`config.mk`:
```
export PLATFORM = sky130hd
export DESIGN_NAME = circular_buffer_controller
export DESIGN_NICKNAME = d
export VERILOG_FILES = /design/src/rtl/circular_buffer_controller_pkg.sv /design/src/rtl/circular_buffer_controller_occupancy_tracker.sv /design/src/rtl/circular_buffer_controller.sv
export SDC_FILE = /design/constraint.sdc
export NUM_CORES = 1
export LEC_CHECK = 0
export CAP_MARGIN = 20
export CORE_AREA = 4 4 41 43
export DETAILED_ROUTE_END_ITERATION = 12
export DIE_AREA = 0 0 45 47
export PLACE_DENSITY_LB_ADDON = 0.25
export SETUP_SLACK_MARGIN = 0.2
export SLEW_MARGIN = 20
export SYNTH_ARGS = -nofsm -noshare
export SYNTH_HDL_FRONTEND = slang
export SYNTH_SLANG_ARGS = --single-unit
export TNS_END_PERCENT = 30
```
`constraint.sdc`:
```
create_clock -name clk -period 4.8 [get_ports clk]
set_clock_uncertainty 0.2 [all_clocks]
set_input_delay 0.48 -clock clk [delete_from_list [all_inputs] [get_ports clk]]
set_output_delay 0.48 -clock clk [all_outputs]
set_load 0.03 [all_outputs]
```
`src/rtl/circular_buffer_controller_pkg.sv`:
```
// Shared state encoding and occupancy-width helper for the circular-buffer controller.
package circular_buffer_controller_pkg;

  typedef enum logic [1:0] {
    INIT  = 2'd0,
    RUN   = 2'd1,
    FLUSH = 2'd2
  } state_t;

  // Occupancy must be able to represent DEPTH itself, hence depth+1 codes.
  function automatic int count_width(input int depth);
    return $clog2(depth + 1);
  endfunction

  localparam int DEPTH_DFLT = 8;
  localparam int CW_DFLT    = count_width(DEPTH_DFLT);

endpackage

```
`src/rtl/circular_buffer_controller_occupancy_tracker.sv`:
```
// Occupancy register: adds PAR_WRITE per push, subtracts PAR_READ per pop, both in one cycle.
// One-cycle update; no backpressure of its own, callers guarantee no overrun/underrun.
module occupancy_tracker
  import circular_buffer_controller_pkg::*;
#(
  parameter int PAR_WRITE = 1,
  parameter int PAR_READ  = 1,
  parameter int DEPTH     = DEPTH_DFLT,
  parameter int CW        = count_width(DEPTH)
) (
  input  logic          clk,
  input  logic          rst,
  input  logic          push,
  input  logic          pop,
  output logic [CW-1:0] count
);

  localparam logic [CW:0] INC = (CW+1)'(PAR_WRITE);
  localparam logic [CW:0] DEC = (CW+1)'(PAR_READ);

  // One extra bit keeps the intermediate sum exact before truncation.
  logic [CW:0] count_ext;
  assign count_ext = ({1'b0, count} + (push ? INC : '0)) - (pop ? DEC : '0);

  always_ff @(posedge clk or negedge rst) begin
    if (!rst) begin
      count <= '0;
    end else begin
      count <= CW'(count_ext);
    end
  end

endmodule

```
`src/rtl/circular_buffer_controller.sv`:
```
// Flow controller turning valid/ready beats into wen/cnt_w/cnt_r; zero-latency strobes, registered state.
// Write/read readiness follows word occupancy so wide beats never overrun/underrun; flush drains whole read beats.
module circular_buffer_controller
  import circular_buffer_controller_pkg::*;
#(
  parameter int PAR_WRITE = 1,
  parameter int PAR_READ  = 1,
  parameter int DEPTH     = DEPTH_DFLT,
  parameter int CW        = count_width(DEPTH)
) (
  input  logic          clk,
  input  logic          rst,
  input  logic          wr_valid,
  output logic          wr_ready,
  output logic          rd_valid,
  input  logic          rd_ready,
  input  logic          flush,
  input  logic          dp_full,
  input  logic          dp_empty,
  output logic          wen,
  output logic          cnt_w,
  output logic          cnt_r,
  output logic [CW-1:0] count,
  output logic          flush_done,
  output logic          err
);

  localparam logic [CW-1:0] PW = CW'(PAR_WRITE);
  localparam logic [CW-1:0] PR = CW'(PAR_READ);
  localparam logic [CW-1:0] DP = CW'(DEPTH);

  state_t state;
  logic   push;
  logic   pop;
  logic   mismatch;

  assign wr_ready = (state == RUN) && ((DP - count) >= PW);
  assign rd_valid = (state == RUN) && (count >= PR);

  assign push  = wr_valid && wr_ready;
  assign pop   = (rd_valid && rd_ready) || ((state == FLUSH) && (count >= PR));
  assign wen   = push;
  assign cnt_w = push;
  assign cnt_r = pop;

  assign mismatch = ((count == '0) != dp_empty) || ((count == DP) && !dp_full);

  occupancy_tracker #(
    .PAR_WRITE (PAR_WRITE),
    .PAR_READ  (PAR_READ),
    .DEPTH     (DEPTH),
    .CW        (CW)
  ) u_occupancy (
    .clk   (clk),
    .rst   (rst),
    .push  (push),
    .pop   (pop),
    .count (count)
  );

  always_ff @(posedge clk or negedge rst) begin
    if (!rst) begin
      state      <= INIT;
      flush_done <= 1'b0;
      err        <= 1'b0;
    end else begin
      flush_done <= 1'b0;
      case (state)
        INIT:    state <= RUN;
        RUN:     if (flush) state <= FLUSH;
        FLUSH: begin
          // A sub-beat residue cannot be popped; it stays counted.
          if (count < PR) begin
            state      <= RUN;
            flush_done <= 1'b1;
          end
        end
        default: state <= INIT;
      endcase
      if ((state != INIT) && mismatch) begin
        err <= 1'b1;
      end
    end
  end

endmodule
```
* Yosys cells after proc, flatten, opt, wreduce, memory -nomap -nowiden
Cells that the tools add are included.
** Storage, ports and cells
- Bits in registers :: 8
- Bits of input ports :: 7
- Output and inout port bits :: 11
- Word-level logic and storage cells :: 37
** Cells by class
- Add/subtract/negate cells :: 3
- Magnitude comparators :: 3
- Eq/ne operators :: 6
- Muxes and demuxes :: 7
- Reductions and logical operators :: 14
** Operators with widths (number)
- 4-bit by 1-bit >= comparator with 1-bit output (second input constant) :: 2
- 1-bit logical AND :: 7
- 2-bit case mux with 3 select lines :: 1
- 4-bit adder :: 1
- 4-bit == test (second input constant) :: 1
- 4-bit logical NOT :: 1
- 4-bit by 1-bit < comparator with 1-bit output (second input constant) :: 1
- 1-bit two-way mux :: 4
- 2-bit two-way mux :: 2
- 4-bit subtractor :: 1
- 4-bit subtractor (first input constant) :: 1
- 2-bit by 1-bit == test with 1-bit output (second input constant) :: 1
- 2-bit == test (second input constant) :: 1
- 2-bit logical NOT :: 1
- 1-bit logical OR :: 2
- 2-bit by 1-bit != test with 1-bit output (second input constant) :: 1
- 2-bit != test (second input constant) :: 1
- 2-bit AND reduction :: 1
- 2-bit nonzero test :: 1
- 1-bit logical NOT :: 1
- 1-bit != test :: 1

* Logic depth before layout (Yosys ltp)
Gate-level depths: netlist (run 1).
- Word-level depth :: 7
- Depth in mapped cells :: 11
- Mapped depth without buffers :: 11

* Modules after synthesis
A second synthesis (run 1) with hierarchy kept.
** Unflattened totals
- Cell total of the unflattened synthesis :: 47
- Area, all modules :: 476.7 µm²
** By module, submodules not included
- occupancy_tracker :: times used 1, cells each 21, area each 239.0 µm², sequential area each 100.1 µm²
- circular_buffer_controller :: times used 1, cells each 26, area each 237.7 µm², sequential area each 100.1 µm²

* Worst setup path before layout (run 1)
No wires, ideal clock.
- Path type :: flip-flop to flip-flop
- Start :: register u_occupancy.count[2]
- End :: register u_occupancy.count[2]
- Setup time :: 123 ps
- Arrival :: 2759 ps
- Required time :: 4477 ps
- Slack :: 1718 ps
- Stages on the path, launching flop included :: 12
- Path buffers :: 0
- Clock period less this slack :: 3082 ps
- Cell sequence :: dfrtp_1 -> inv_1 -> ha_1 -> o21ai_0 -> and2_1 -> a21oi_1 -> ha_1 -> inv_1 -> ha_1 -> inv_1 -> fa_1 -> xor2_1
** On the way
- Elaborated cells on any way between the ends :: 13
- Classes of those cells :: 3 x add/sub; 2 x order compare; 2 x mux; 6 x reduce/logical
** RTL lines
- start, declared :: line circular_buffer_controller_occupancy_tracker.sv:15 : output logic [CW-1:0] count
- start signal, assigned :: line circular_buffer_controller_occupancy_tracker.sv:29 : count <= CW'(count_ext);
- 4-bit by 1-bit >= comparator with 1-bit output * :: line circular_buffer_controller.sv:38, circular_buffer_controller.sv:41
- 1-bit logical AND :: line circular_buffer_controller.sv:38 : assign rd_valid = (state == RUN) && (count >= PR);
- 1-bit logical AND :: line circular_buffer_controller.sv:41 : assign pop = (rd_valid && rd_ready) || ((state == FLUSH) && (count >= PR));
- 1-bit logical OR * :: line circular_buffer_controller.sv:41
- via cnt_r :: line circular_buffer_controller.sv:22 : output logic cnt_r,
- 1-bit two-way mux * :: line circular_buffer_controller_occupancy_tracker.sv:23 : assign count_ext = ({1'b0, count} + (push ? INC : '0)) - (pop ? DEC : '0);
- 4-bit subtractor * :: line circular_buffer_controller_occupancy_tracker.sv:23
- via u_occupancy.count_ext[2] :: line circular_buffer_controller_occupancy_tracker.sv:22 : logic [CW:0] count_ext;
Mark *: on every way through the listed nets, which the timed path passes. The rest lies on a longest branch.
A chain may end at the register's enable or synchronous reset.

* Worst setup path in the final report (run 1)
- Start :: register u_occupancy.count[1]
- End :: output port wen
** On the way
- Longest elaborated chain between the ends :: 4
** RTL lines
- 4-bit subtractor :: line circular_buffer_controller.sv:37 : assign wr_ready = (state == RUN) && ((DP - count) >= PW);
- 4-bit by 1-bit >= comparator with 1-bit output :: line circular_buffer_controller.sv:37
- 1-bit logical AND :: line circular_buffer_controller.sv:37
- 1-bit logical AND :: line circular_buffer_controller.sv:40 : assign push = wr_valid && wr_ready;
- end, declared :: line circular_buffer_controller.sv:20 : output logic wen,
No other way between the ends.

==> impl_metrics.py, run 1 <==
metrics = {
    "finish": {
        "area_growth_pct": 38.7,
        "multi_input_area_um2": 289,
        "diodes": 0,
        "fillers": 122,
        "layout-drive-gt1-share": 0.0411,
        "final_area_um2": 731,
        "regArea_um2": 200,
        "final_nets": 91,
    },
    "synthesis": {
        "synth-main-ff-cell": "dfrtp_1",
        "yosysTopAreaCellShare": 0.380,
        "syn_inst": 54,
        "syn_nets": 70,
        "ys_types": 20,
        "synth-seq-area-share": 0.380,
        "ys_ff_latch": 8,
        "synthTopCellsByCount": "dfrtp_1 (8), ha_1 (8), inv_1 (8)",
        "synth-warning-count": 0,
        "synth_largest_area_cell": "dfrtp_1",
        "synth.area.top_cells": "dfrtp_1 (38%), ha_1 (19%), inv_1 (5.7%), a21oi_1 (3.8%), fa_1 (3.8%)",
        "synthArstFlopShare": 1.00,
        "postSynthAreaPerCell_um2": 9.75,
        "syn_area_um2": 527,
        "synth_edf_count": 0,
    },
    "floorplan": {
        "start_util": 0.405,
        "rows": 13,
        "die_h_um": 47,
        "dieArea_um2": 2120,
        "design.core.area_um2": 1300,
        "ios": 18,
        "fp.dieW_um": 45,
    },
    "critical_path": {
        "crit_chain": "inv_1, ha_1, xor2_1, o31a_1, and2_1, clkdlybuf4s50_1",
        "critPathMaxFanout": 6,
        "slowest_stage": "clkdlybuf4s50_1",
        "max_stage_delay_ns": 0.60,
        "critPathArrivalTime_ns": 2.27,
        "path_class": "reg -> out",
        "cp-start-kind": "register",
        "end_kind": "output pin",
        "required_ns": 4.12,
    },
    "grt": {
        "grt_max_degree": 9,
        "grt_pass1_vias": 413,
        "grt_first_pass_wirelength_um": 1850,
        "grt_use_total": 0.132,
        "antenna_found_initial": 0,
        "grt_overflow": 0,
    },
    "detailed_routing": {
        "routed_via_density": 4.84,
        "dr.first_iter.drc_count": 2,
        "drt-pass1-iter-count": 2,
        "drc": 0,
        "ant_nets": 0,
        "drt-total-wl_um": 1100,
        "routedWlPerCell_um": 12.4,
        "vias": 426,
    },
    "sta": {
        "hold_viol": 0,
        "layout_min_cycle_time_ns": 2.95,
        "slew-limit-headroom": 0.747,
        "tightestPinTransition_ns": 0.379,
        "period_share": 0.614,
        "slew_viol_final": 0,
        "setup_violations": 0,
        "fmax_ghz": 0.339,
        "tns_ns": 0,
        "rsz0062_at_grt": "no",
    },
    "power_and_ir_drop": {
        "p_clk_frac": 0.096,
        "seqPwrFrac": 0.230,
        "p_sw_frac": 0.473,
        "comb_power_share": 0.673,
        "p_int_mw": 0.297,
        "switchingPower_mw": 0.267,
        "power_leakage_nw": 0.338,
        "power_density_nw_per_um2": 771,
        "ir_drop_v": 0.000436,
    },
    "cts": {
        "clk_latency_ns": 0.26,
        "clock-sinks": 8,
        "clk_pin_slew_ns": 0.06,
        "postCtsSetupRepairBufs": 0,
        "cts_resized": 0,
        "cts_max_level": 1,
        "hold_buffers": 0,
        "numCtsBuffers": 3,
        "cts_root_buf": "clkbuf_4",
        "clockBufferDepth": 2,
        "cts_tree": "done",
    },
    "min_path": {
        "hp-class": "in -> async",
    },
    "place": {
        "place_area_um2": 708,
        "place.gp.congestion": 0.757,
        "hpwl_um": 879,
        "portBuffers": 17,
    },
    "run_status": {
        "status": "finished, final reports clean",
    },
    "flow_run": {
        "drv_cap": 0,
    },
}
## per-stage QoR
step	instances	hold WS, ns	worst slack [ns]	utilization	power (mW)
after floorplan	54	-0.0156	1.72	-	0.385
after global placement	85	0.307	2.15	0.544	0.503
after detailed placement	85	0.311	2.11	0.544	0.516
after CTS	88	0.314	1.82	0.562	0.573
after global routing	88	0.330	1.70	0.562	0.618
final	88	0.302	1.85	0.562	0.563
## flip-flops by register name, summed over array words and instances (netlist names)
register / count
err: 1
flush_done: 1
state: 2
u_occupancy.count: 4
## worst max-delay path, delay by kind of cell, from the launching register on
kind	cells	cell delay, ns
buffers and inverters	2	0.70
flip-flops	1	0.47
AO/OA/AOI/OAI	1	0.29
adder cells (fa/ha/maj)	1	0.22
AND/OR/NAND/NOR	1	0.19
XOR/XNOR	1	0.14
## worst paths after layout
kind / start / end / slack, ns / cells after the start
worst max-delay path: u_occupancy.count[1] / wen / 1.85 / 6
worst min-delay path: rst / err / 0.30 / 1
worst max register to register: u_occupancy.count[2] / u_occupancy.count[2] / 2.23 / 11
worst min register to register: state[1] / state[0] / 0.33 / 1
max in group asynchronous: rst / u_occupancy.count[3] / 3.83 / 1
min in group clk: state[1] / state[0] / 0.33 / 1
## layer usage
metal | vias up | track usage | part of all wire
met5 | - | 0 | 0
met4 | 0 | 0.0702 | 0.028
met1 | 195 | 0.121 | 0.38
met2 | 11 | 0.223 | 0.49
met3 | 5 | 0.0843 | 0.097
li1 | 215 | - | -
## cells by family after synthesis
family                   count (synthesis)  synth area share
AND/OR/NAND/NOR                         14             0.138
AO/OA/AOI/OAI                           11             0.133
flip-flops                               8             0.380
buffers and inverters                    9            0.0713
XOR/XNOR                                 3            0.0499
adder cells (fa/ha/maj)                  9             0.228
## cell usage in the layout (no fill, tap or decap)
cell / instances
o21bai_1: 2
nand2b_1: 1
a21oi_1: 4
clkbuf_4: 3
dfrtp_1: 8
and2_1: 3
xor2_1: 2
nor2b_1: 2
o41ai_1: 1
inv_1: 8
o31a_1: 1
or3_1: 1
or2_1: 1
nor2_1: 2
clkdlybuf4s50_1: 17
o21a_1: 1
ha_1: 8
xnor2_1: 1
o21ai_0: 2
nand2_1: 4
fa_1: 1
## power by group through the flow
stage | Clock (mW) | Sequential (mW) | Combinational (mW)
floorplan | 0 | 0.164 | 0.221
global placement | 0 | 0.130 | 0.373
detailed placement | 0 | 0.131 | 0.384
CTS | 0.0571 | 0.130 | 0.386
global route | 0.0612 | 0.136 | 0.420
finish | 0.0541 | 0.130 | 0.379
## layout make-up
cell class,count,area share
clock buffer,3,0.0308
inverter,8,0.0411
multi-input combinational,37,0.396
sequential,8,0.274
tap,15,0.0257
timing repair buffer,17,0.233
Note: power is estimated with default switching activity, not from simulation.
==> run 2: changes to the inputs <==
CORE_AREA = not set   (was 4 4 41 43)
CORE_MARGIN = 4   (was not set)
CORE_UTILIZATION = 38   (was not set)
DIE_AREA = not set   (was 0 0 45 47)
clock period = 2.7 ns   (was 4.8 ns; I/O delays follow)
==> impl_metrics.py, run 2 (synthesized netlist as in run 1, its figures left out) <==
metrics = {
    "grt": {
        "grt_max_degree": 9,
        "grt_use_total": 0.150,
        "antenna_found_initial": 0,
        "grt_overflow": 0,
        "grt_pass1_vias": 455,
        "grt_first_pass_wirelength_um": 2020,
    },
    "sta": {
        "hold_viol": 0,
        "rsz0062_at_grt": "yes",
        "tightestPinTransition_ns": 0.378,
        "finalWorstSetupSlack_ns": 0.280,
        "setup_violations": 0,
        "period_share": 0.896,
        "slew_viol_final": 0,
        "slew-limit-headroom": 0.747,
        "fmax_ghz": 0.413,
        "tns_ns": 0,
        "layout_min_cycle_time_ns": 2.42,
    },
    "critical_path": {
        "crit_chain": "inv_2, ha_4, xor2_1, o31a_1, clkdlybuf4s50_1",
        "max_stage_delay_ns": 0.67,
        "critPathArrivalTime_ns": 1.95,
        "required_ns": 2.23,
        "critPathMaxFanout": 6,
        "r2r_slack_ns": 0.37,
        "r2r-start": "u_occupancy.count[2]",
        "end_kind": "output pin",
        "rr_worst_depth": 11,
        "path_class": "reg -> out",
        "slowest_stage": "clkdlybuf4s50_1",
        "r2r-end": "u_occupancy.count[1]",
        "cp-start-kind": "register",
    },
    "detailed_routing": {
        "drt-total-wl_um": 1210,
        "routed_via_density": 4.87,
        "drc": 0,
        "ant_nets": 0,
        "routedWlPerCell_um": 13.6,
        "vias": 433,
        "dr.first_iter.drc_count": 3,
        "drt-pass1-iter-count": 4,
    },
    "finish": {
        "largest_reg_flops": 4,
        "fillers": 115,
        "reg_top3": "u_occupancy.count (4), state (2)",
        "area_growth_pct": 52.3,
        "layout_common_cells": "clkdlybuf4s50_1 (15), ha_1 (5), dfrtp_1 (5)",
        "largest-register": "u_occupancy.count",
        "final_area_um2": 802,
        "multi_input_area_um2": 349,
        "layout.cells.most_common": "clkdlybuf4s50_1",
        "fin_cells": 89,
        "diodes": 0,
        "regArea_um2": 204,
        "layout-drive-gt1-share": 0.257,
        "final_nets": 91,
    },
    "floorplan": {
        "start_util": 0.405,
        "ios": 18,
        "design.core.area_um2": 1300,
        "fp.dieW_um": 45.2,
        "dieArea_um2": 2050,
        "rows": 13,
        "die_h_um": 45.2,
    },
    "cts": {
        "numCtsBuffers": 3,
        "clockBufferDepth": 2,
        "cts_root_buf": "clkbuf_4",
        "clk_pin_slew_ns": 0.06,
        "clk_latency_ns": 0.27,
        "cts_tree": "done",
        "cts_max_level": 1,
        "clock-sinks": 8,
    },
    "power_and_ir_drop": {
        "ir_drop_v": 0.000699,
        "power_mw": 1.13,
        "power_density_nw_per_um2": 1410,
        "power_leakage_nw": 0.355,
    },
    "place": {
        "hpwl_um": 941,
        "place.gp.congestion": 0.697,
        "dp_cells": 85,
        "pre_cts_ws_ns": 0.373,
        "place_area_um2": 774,
        "portBuffers": 17,
    },
    "flow_run": {
        "drv_cap": 0,
    },
    "min_path": {
        "hp-class": "in -> async",
    },
    "run_status": {
        "status": "finished, final reports clean",
    },
}
## run 2: cell count changes in the layout (fill, tap and decap cells not counted), sizes merged
cell / previous run / this run
clkbuf: 3 / 4
clkdlybuf4s50: 17 / 15
dlymetal6s2s: 0 / 1
dlygate4sd2: 0 / 1
## run 2: how the worst max path moves through the flow
stage / start / to / depth (start not counted)
after floorplan: u_occupancy.count[2] / u_occupancy.count[1] / 11
final: u_occupancy.count[1] / wr_ready / 5
after detailed placement: rd_ready / u_occupancy.count[1] / 9
after global routing: u_occupancy.count[1] / wr_ready / 5
after CTS: u_occupancy.count[1] / cnt_w / 6
after global placement: rd_ready / u_occupancy.count[1] / 9
## run 2: timing repair
item / 4_1_cts / 5_1_grt
gates resized for setup: 1 / 1
pin swaps: 0 / 0
endpoints found under the setup margin: 2 / 3
buffers inserted: 0 / 0
hold buffers: 0 / 0
## run 2: power by group
part | leakage (nW) | total [mW] | switching, mW | internal, mW
Combinational | 0.250 | 0.781 | 0.427 | 0.354
Clock | 0.0150 | 0.105 | 0.0477 | 0.0570
Sequential | 0.0907 | 0.246 | 0.0643 | 0.182
## run 2: final cells by class
class	instances	share of cell area
Timing Repair Buffer	17	0.214
Clock buffer	4	0.0328
Sequential cell	8	0.254
Tap cell	15	0.0234
Multi-Input combinational cell	37	0.435
Inverter	8	0.0406
## run 2: routing by layer
layer | share of wire | global-route usage | vias to the layer above
li1 | - | - | 217
met1 | 0.37 | 0.149 | 197
met2 | 0.53 | 0.249 | 15
met3 | 0.083 | 0.0757 | 4
met4 | 0.025 | 0.0877 | 0
met5 | 0 | 0 | -
## run 2: metrics by stage
| step | util | hold slack, ns |
|---|---|---|
| finish | 0.616 | 0.0847 |
| floorplan | - | -0.226 |
| detailed placement | 0.595 | 0.315 |
| CTS | 0.614 | 0.0884 |
| global route | 0.616 | 0.0978 |
| global placement | 0.595 | 0.292 |
## run 2: critical path, delay by kind of cell (launching register included)
kind,cells,cell delay (ns)
AO/OA/AOI/OAI,1,0.16
buffers and inverters,2,0.77
adder cells (fa/ha/maj),1,0.13
flip-flops,1,0.46
XOR/XNOR,1,0.15
==> run 3: changes to the inputs <==
ABC_CLOCK_PERIOD_IN_PS = 2800   (was not set)
CORE_AREA = 4 4 41 43   (was not set)
CORE_MARGIN = not set   (was 4)
CORE_UTILIZATION = not set   (was 38)
DIE_AREA = 0 0 45 47   (was not set)
clock period = 2.8 ns   (was 2.7 ns; I/O delays follow)
==> impl_metrics.py, run 3 (synthesized netlist as in run 1, its figures left out) <==
metrics = {
    "finish": {
        "largest-register": "u_occupancy.count",
        "area_growth_pct": 45.4,
        "layout.cells.most_common": "clkdlybuf4s50_1",
        "reg_top3": "u_occupancy.count (4), state (2)",
        "final_nets": 91,
        "layout_common_cells": "clkdlybuf4s50_1 (15), inv_1 (7), ha_1 (7)",
        "fin_cells": 89,
        "largest_reg_flops": 4,
        "diodes": 0,
        "layout-drive-gt1-share": 0.135,
    },
    "sta": {
        "tns_ns": 0,
        "rsz0062_at_grt": "yes",
        "slew-limit-headroom": 0.738,
        "tightestPinTransition_ns": 0.392,
        "slew_viol_final": 0,
        "layout_min_cycle_time_ns": 2.51,
        "setup_violations": 0,
        "period_share": 0.898,
        "fmax_ghz": 0.398,
        "hold_viol": 0,
    },
    "critical_path": {
        "r2r-end": "u_occupancy.count[2]",
        "critPathMaxFanout": 5,
        "r2r_slack_ns": 0.34,
        "cp-start-kind": "register",
        "required_ns": 2.32,
        "end_kind": "output pin",
        "path_class": "reg -> out",
        "r2r-start": "u_occupancy.count[2]",
        "rr_worst_depth": 11,
        "critPathArrivalTime_ns": 2.03,
    },
    "detailed_routing": {
        "routedWlPerCell_um": 11.9,
        "drt-total-wl_um": 1060,
        "routed_via_density": 4.65,
        "ant_nets": 0,
        "drt-pass1-iter-count": 3,
        "vias": 414,
        "dr.first_iter.drc_count": 6,
        "drc": 0,
    },
    "grt": {
        "grt_first_pass_wirelength_um": 1750,
        "grt_max_degree": 9,
        "antenna_found_initial": 0,
        "grt_overflow": 0,
        "grt_use_total": 0.120,
        "grt_pass1_vias": 407,
    },
    "floorplan": {
        "design.core.area_um2": 1300,
        "die_h_um": 47,
        "rows": 13,
        "fp.dieW_um": 45,
        "ios": 18,
        "dieArea_um2": 2120,
        "start_util": 0.405,
    },
    "cts": {
        "postCtsSetupRepairBufs": 0,
        "cts_max_level": 1,
        "clk_pin_slew_ns": 0.06,
        "hold_buffers": 0,
        "clockBufferDepth": 2,
        "clock-sinks": 8,
        "numCtsBuffers": 3,
        "cts_root_buf": "clkbuf_4",
        "clk_latency_ns": 0.26,
        "cts_tree": "done",
    },
    "power_and_ir_drop": {
        "power_leakage_nw": 0.357,
        "power_mw": 1.01,
        "ir_drop_v": 0.000731,
        "power_density_nw_per_um2": 1310,
    },
    "place": {
        "portBuffers": 17,
        "dp_cells": 85,
        "hpwl_um": 829,
        "place.gp.congestion": 0.671,
    },
    "run_status": {
        "status": "finished, final reports clean",
    },
    "flow_run": {
        "drv_cap": 0,
    },
    "min_path": {
        "hp-class": "in -> async",
    },
}
[run 3: area by class of cell]
type | instances | area (um2)
Clock buffer | 4 | 26.3
Multi-Input combinational cell | 37 | 315
Sequential cell | 8 | 204
Inverter | 8 | 30.0
Timing Repair Buffer | 17 | 171
Fill cell | 128 | 536
Tap cell | 15 | 18.8
[run 3: what timing repair did]
action / in CTS / in global routing
gates resized for setup: 1 / 1
pin swaps: 0 / 0
setup endpoints to repair: 2 / 4
[run 3: routing by layer]
layer,share of wire,GRT usage,vias to the layer above
met1,0.48,0.150,189
met3,0.057,0.0307,2
met2,0.44,0.172,11
li1,-,-,212
met5,0,0,-
met4,0.018,0.105,0
[run 3: per-stage QoR]
step	utilization	hold slack [ns]	setup WS, ns	cell area [um2]
after CTS	0.587	0.117	0.153	763
after global routing	0.588	0.136	0.152	766
after floorplan	-	-0.216	0.201	557
final	0.588	0.107	0.286	766
after global placement	0.567	0.302	0.390	738
after detailed placement	0.567	0.318	0.335	738
[run 3: worst max-delay path: stages, from the launching register on]
cell and delay, ns:
dfrtp_2 0.42, inv_2 0.12, ha_4 0.15, o21ai_0 0.08, and2_1 0.18, a21oi_4 0.12
clkdlybuf4s50_1 0.68
[run 3: how the worst max path moves through the flow]
stage          slack, ns                  from  cells past startpoint                    to
6_report            0.29  u_occupancy.count[2]                      6                 cnt_r
5_1_grt             0.15  u_occupancy.count[2]                      6                 cnt_r
4_1_cts             0.15  u_occupancy.count[2]                      6                   wen
3_5_place_dp        0.34  u_occupancy.count[2]                     11  u_occupancy.count[2]
3_3_place_gp        0.39  u_occupancy.count[2]                     11  u_occupancy.count[2]
2_1_floorplan       0.20  u_occupancy.count[2]                     11  u_occupancy.count[2]
[run 3: power by group]
| part | switching (mW) | internal, mW |
|---|---|---|
| clock | 0.0438 | 0.0548 |
| sequential | 0.0528 | 0.175 |
| combinational | 0.382 | 0.298 |
| total | 0.479 | 0.528 |
